$ cat src/rtl/pb_pkg.sv
// Shared push-button definitions: event codes and gesture FSM state encoding.
package pb_pkg;

  localparam int unsigned EVT_W = 2;

  localparam logic [EVT_W-1:0] EVT_NONE   = 2'b00;
  localparam logic [EVT_W-1:0] EVT_SHORT  = 2'b01;
  localparam logic [EVT_W-1:0] EVT_LONG   = 2'b10;
  localparam logic [EVT_W-1:0] EVT_DOUBLE = 2'b11;

  typedef enum logic [2:0] {
    ST_IDLE      = 3'd0,
    ST_PRESS1    = 3'd1,
    ST_LONG_HELD = 3'd2,
    ST_GAP       = 3'd3,
    ST_PRESS2    = 3'd4
  } pb_state_e;

endpackage

$ cat src/rtl/pb_evt_slot.sv
// One-entry valid/ready event holding register; pulses ovf when a new event finds it full.
module pb_evt_slot
  import pb_pkg::*;
(
  input  logic             clk,
  input  logic             rst,
  input  logic             new_valid,
  input  logic [EVT_W-1:0] new_code,
  input  logic             evt_ready,
  output logic             evt_valid,
  output logic [EVT_W-1:0] evt_code,
  output logic             evt_ovf
);

  logic             valid_q, valid_d;
  logic [EVT_W-1:0] code_q, code_d;
  logic             ovf_q, ovf_d;

  // Acceptance frees the slot in the same cycle, so a new event can load back-to-back.
  always_comb begin
    valid_d = valid_q;
    code_d  = code_q;
    ovf_d   = 1'b0;
    if (valid_q && evt_ready) begin
      valid_d = 1'b0;
      code_d  = EVT_NONE;
    end
    if (new_valid) begin
      if (!valid_q || evt_ready) begin
        valid_d = 1'b1;
        code_d  = new_code;
      end else begin
        ovf_d = 1'b1;
      end
    end
  end

  always_ff @(posedge clk or negedge rst) begin
    if (!rst) begin
      valid_q <= 1'b0;
      code_q  <= EVT_NONE;
      ovf_q   <= 1'b0;
    end else begin
      valid_q <= valid_d;
      code_q  <= code_d;
      ovf_q   <= ovf_d;
    end
  end

  assign evt_valid = valid_q;
  assign evt_code  = code_q;
  assign evt_ovf   = ovf_q;

endmodule

$ cat src/rtl/pb_gesture.sv
// Classifies debounced press/release pulses into SHORT, LONG or DOUBLE gestures.
module pb_gesture
  import pb_pkg::*;
#(
  parameter int unsigned      CNT_W      = 24,
  parameter logic [CNT_W-1:0] LONG_TICKS = CNT_W'(5_000_000),
  parameter logic [CNT_W-1:0] GAP_TICKS  = CNT_W'(2_500_000)
) (
  input  logic             clk,
  input  logic             rst,
  input  logic             prss,
  input  logic             rls,
  input  logic             evt_ready,
  output logic             evt_valid,
  output logic [EVT_W-1:0] evt_code,
  output logic             evt_ovf,
  output logic             held
);

  pb_state_e        state_q, state_d;
  logic [CNT_W-1:0] cnt_q, cnt_d;
  logic             held_q, held_d;
  logic             dbl_q, dbl_d;
  logic             gen_valid;
  logic [EVT_W-1:0] gen_code;

  // DOUBLE is staged one cycle through dbl_q so it appears one edge after the release.
  always_comb begin
    state_d   = state_q;
    dbl_d     = 1'b0;
    gen_valid = dbl_q;
    gen_code  = dbl_q ? EVT_DOUBLE : EVT_NONE;
    unique case (state_q)
      ST_IDLE: begin
        if (prss && !rls) state_d = ST_PRESS1;
      end
      ST_PRESS1: begin
        if (rls) begin
          state_d = ST_GAP;
        end else if (cnt_q == LONG_TICKS - CNT_W'(1)) begin
          state_d   = ST_LONG_HELD;
          gen_valid = 1'b1;
          gen_code  = EVT_LONG;
        end
      end
      ST_LONG_HELD: begin
        if (rls) state_d = ST_IDLE;
      end
      ST_GAP: begin
        if (prss && !rls) begin
          state_d = ST_PRESS2;
        end else if (cnt_q == GAP_TICKS - CNT_W'(1)) begin
          state_d   = ST_IDLE;
          gen_valid = 1'b1;
          gen_code  = EVT_SHORT;
        end
      end
      ST_PRESS2: begin
        if (rls) begin
          state_d = ST_IDLE;
          dbl_d   = 1'b1;
        end
      end
      default: state_d = ST_IDLE;
    endcase

    if (state_d != state_q) begin
      cnt_d = '0;
    end else if (cnt_q == {CNT_W{1'b1}}) begin
      cnt_d = cnt_q;
    end else begin
      cnt_d = cnt_q + CNT_W'(1);
    end

    held_d = (state_d == ST_PRESS1) || (state_d == ST_LONG_HELD) || (state_d == ST_PRESS2);
  end

  always_ff @(posedge clk or negedge rst) begin
    if (!rst) begin
      state_q <= ST_IDLE;
      cnt_q   <= '0;
      held_q  <= 1'b0;
      dbl_q   <= 1'b0;
    end else begin
      state_q <= state_d;
      cnt_q   <= cnt_d;
      held_q  <= held_d;
      dbl_q   <= dbl_d;
    end
  end

  assign held = held_q;

  pb_evt_slot u_slot (
    .clk       (clk),
    .rst       (rst),
    .new_valid (gen_valid),
    .new_code  (gen_code),
    .evt_ready (evt_ready),
    .evt_valid (evt_valid),
    .evt_code  (evt_code),
    .evt_ovf   (evt_ovf)
  );

endmodule

$ cat config.mk
export PLATFORM = sky130hd
export DESIGN_NAME = pb_gesture
export DESIGN_NICKNAME = d
export VERILOG_FILES = /design/src/rtl/pb_pkg.sv /design/src/rtl/pb_evt_slot.sv /design/src/rtl/pb_gesture.sv
export SDC_FILE = /design/constraint.sdc
export NUM_CORES = 1
export LEC_CHECK = 0
export ABC_AREA = 1
export BUFFER_PORTS_ARGS = -buffer_cell sky130_fd_sc_hd__buf_2
export CAP_MARGIN = 20
export CORE_MARGIN = 2
export CORE_UTILIZATION = 49
export DETAILED_ROUTE_END_ITERATION = 10
export GPL_TIMING_DRIVEN = 0
export HOLD_SLACK_MARGIN = 0.03
export MAX_ROUTING_LAYER = met4
export PLACE_DENSITY = 0.71
export SETUP_SLACK_MARGIN = 0.3
export SLEW_MARGIN = 20
export SYNTH_ARGS = -nofsm -noshare
export SYNTH_HDL_FRONTEND = slang
export SYNTH_SLANG_ARGS = --single-unit
$ cat constraint.sdc
create_clock -name clk -period 3.3 [get_ports clk]
set_clock_uncertainty 0.05 [all_clocks]
set_input_delay 0.495 -clock clk [delete_from_list [all_inputs] [get_ports clk]]
set_output_delay 0.495 -clock clk [all_outputs]
set_load 0.1 [all_outputs]
==> impl_metrics.env <==
export IMPL_syn_area_per_cell_um2=7.14
export IMPL_clock_sinks=33
export IMPL_hold_violations=0
export IMPL_ant_nets=0
export IMPL_timing_setup_tns_ns=0
export IMPL_r2r_start="cnt_q[1]$_DFFE_PN0P_"
export IMPL_diodes=0
export IMPL_htree_levels=2
export IMPL_synth_top_area_share=0.383
export IMPL_period_share=0.611
export IMPL_dp_cells=363
export IMPL_n_fill_cell=417
export IMPL_cpPeakStageDelay_ns=0.37
export IMPL_worstPathCellList="ha_1, nand3_1, nor2_1, nand4_1, nand2_2, nand2_2, nand2_1, nand2_2, nand2_4, buf_6, nor2_2"
export IMPL_slew_headroom=0.520
export IMPL_fin_cells=371
export IMPL_max_freq_mhz=496
export IMPL_post_cts_buffers=0
export IMPL_final_nets=324
export IMPL_wl_met2_um=2210
export IMPL_place_area_um2=2270
export IMPL_synthTopCellsByCount="nand2_1, nor2_1, inv_1, dfrtp_1, nand3_1"
export IMPL_synth_enable_flop_cells=0
export IMPL_crit_path_max_fanout=10
export IMPL_crit_path_top_delay_cell="dfrtp_1"
export IMPL_hold_path_class="in2async"
export IMPL_grt_pass1_vias=1845
export IMPL_dieWidth_um=70.4
export IMPL_worstPathRequired_ns=3.42
export IMPL_clk_path_buf_depth=2
export IMPL_yosysUniqueCellTypes=29
export IMPL_worst_setup_path_type="reg2reg"
export IMPL_wl_met1_um=2110
export IMPL_gp_congestion=0.952
export IMPL_wl_per_cell_um=12.3
export IMPL_start_kind="flop"
export IMPL_final_layout_size_suffix_gt1_frac=0.179
export IMPL_final_area_um2=2380
export IMPL_crit_start="cnt_q[1]$_DFFE_PN0P_"
export IMPL_hpwl_um=3480
export IMPL_ys_seq_area_frac=0.383
export IMPL_antenna_found_initial=0
export IMPL_wl_um=4560
export IMPL_synth_largest_area_cell="dfrtp_1"
export IMPL_grt_pass1_wl_um=8130
export IMPL_drc=0
export IMPL_drt_iter0_drc=98
export IMPL_cts_tree="built"
export IMPL_maxCapViolCount=0
export IMPL_synth_main_ff_cell="dfrtp_1"
export IMPL_cts_buffers=5
export IMPL_finalSetupViolCount=0
export IMPL_cts_root_buf="clkbuf_8"
export IMPL_die_area_um2=4950
export IMPL_syn2layout_area_growth_pct=10.5
export IMPL_power_per_cell_area_nw_per_um2=622
export IMPL_clk_pin_slew_ns=0.07
export IMPL_grt_max_degree=34
export IMPL_drv_slew=0
export IMPL_coreArea_um2=4290
export IMPL_async_flop_share=1.00
export IMPL_grt_use_total=0.211
export IMPL_grt_overflow=0
export IMPL_clkLatencyLatePin_ns=0.29
export IMPL_netlist_instances=302
export IMPL_ys_ff_latch=33
export IMPL_highest_layer="met4"
export IMPL_synth_nets=308
export IMPL_num_vias=1914
export IMPL_drt_first_pass_iters=4
export IMPL_cp_arrival_ns=2.14
export IMPL_die_h_um=70.4
export IMPL_ios=10
export IMPL_met3_length_um=168
export IMPL_viasPerCell=5.16
export IMPL_worstMarginPinSlew_ns=0.719
export IMPL_leakage_nw=1.08
export IMPL_rsz0062_at_grt="no"
export IMPL_hold_buffers=0
export IMPL_synth_warnings=0
export IMPL_period_needed_ns=2.01
export IMPL_initial_core_util=0.502
export IMPL_rows=24
export IMPL_ir_drop_mv=0.623
export IMPL_synth_most_common_cell="nand2_1"
export IMPL_synth_area_um2=2160
export IMPL_path_common_cell="nand2_2"
export IMPL_endpoint_kind="flop"
export IMPL_cts_resized=0
export IMPL_outcome="completed"
export IMPL_synth_area_leaders="dfrtp_1, nand2_1, nor2_1, inv_1, nor2_2"
export IMPL_io_buffer_count=9
layer usage:
metal  up-vias  track usage
met5         -            -
met2        26        0.350
li1        990            -
met1       891        0.261
met3         7       0.0317
met4         0       0.0791
cell families (layout without fill, tap and decap cells):
family | after synthesis | in the layout | synth area share
buf+inv | 46 | 63 | 0.0922
compound gates | 23 | 23 | 0.0615
xor+xnor | 11 | 11 | 0.0447
flops | 33 | 33 | 0.383
simple gates | 188 | 188 | 0.413
fa+ha+maj | 1 | 1 | 0.00580
sequential cells by signal, summed over array words and instances (netlist names):
| name | count |
|---|---|
| cnt_q | 24 |
| state_q | 3 |
| u_slot.evt_code | 2 |
| dbl_q | 1 |
| held | 1 |
| u_slot.evt_ovf | 1 |
| u_slot.evt_valid | 1 |
worst max-delay path, delay by kind of cell, from the launching register on:
| family | cells | cell delay (ns) |
|---|---|---|
| AND/OR/NAND/NOR | 9 | 1.09 |
| flip-flops | 1 | 0.37 |
| adder cells (fa/ha/maj) | 1 | 0.20 |
| buffers and inverters | 1 | 0.18 |
stage by stage:
| stage | setup slack, ns | util | hold slack (ns) | power, mW |
|---|---|---|---|---|
| after floorplan | 1.58 | - | 0.149 | 0.984 |
| after global placement | 1.33 | 0.528 | 0.525 | 1.09 |
| after detailed placement | 1.31 | 0.528 | 0.532 | 1.10 |
| after CTS | 1.29 | 0.555 | 0.249 | 1.49 |
| after global routing | 1.09 | 0.555 | 0.290 | 1.58 |
| final | 1.29 | 0.555 | 0.208 | 1.48 |
placed cells by master, fill, tap and decap left out, drive strengths merged:
cell / count
a21boi: 2
a21o: 1
a21oi: 6
a31oi: 1
buf: 12
bufinv: 1
clkbuf: 7
dfrtp: 33
ha: 1
inv: 43
nand2: 74
nand3: 30
nand3b: 1
nand4: 7
nor2: 65
nor3: 9
nor4: 2
o211ai: 1
o21ai: 11
o21bai: 1
xnor2: 1
xor2: 10
worst paths after layout:
kind	cells past startpoint	end	slack [ns]
worst max-delay path	11	cnt_q[10]$_DFFE_PN0P_	1.29
min in group clk	3	dbl_q$_DFF_PN0_	0.43
worst min-delay path	1	u_slot.evt_ovf$_DFF_PN0_	0.21
worst min register to register	2	dbl_q$_DFF_PN0_	0.54
max in group asynchronous	1	cnt_q[17]$_DFFE_PN0P_	2.53
worst max register to register	11	cnt_q[10]$_DFFE_PN0P_	1.29
layout make-up:
cell class / count / area, um^2 / share of cell area
clock buffer: 7 / 86.3 / 0.0362
multi-input combinational: 223 / 1130 / 0.475
inverter: 43 / 161 / 0.0677
tap: 52 / 65.1 / 0.0273
sequential: 33 / 826 / 0.346
clock inverter: 1 / 30.0 / 0.0126
buffer: 3 / 37.5 / 0.0157
timing repair buffer: 9 / 45.0 / 0.0189
power by group:
group | internal [mW] | leakage (nW) | total (mW) | switching (mW)
logic | 0.159 | 0.569 | 0.610 | 0.451
registers | 0.450 | 0.451 | 0.482 | 0.0320
clock network | 0.246 | 0.0585 | 0.391 | 0.145
total | 0.855 | 1.08 | 1.48 | 0.628
No activity file was read; power rests on OpenSTA's default activity.
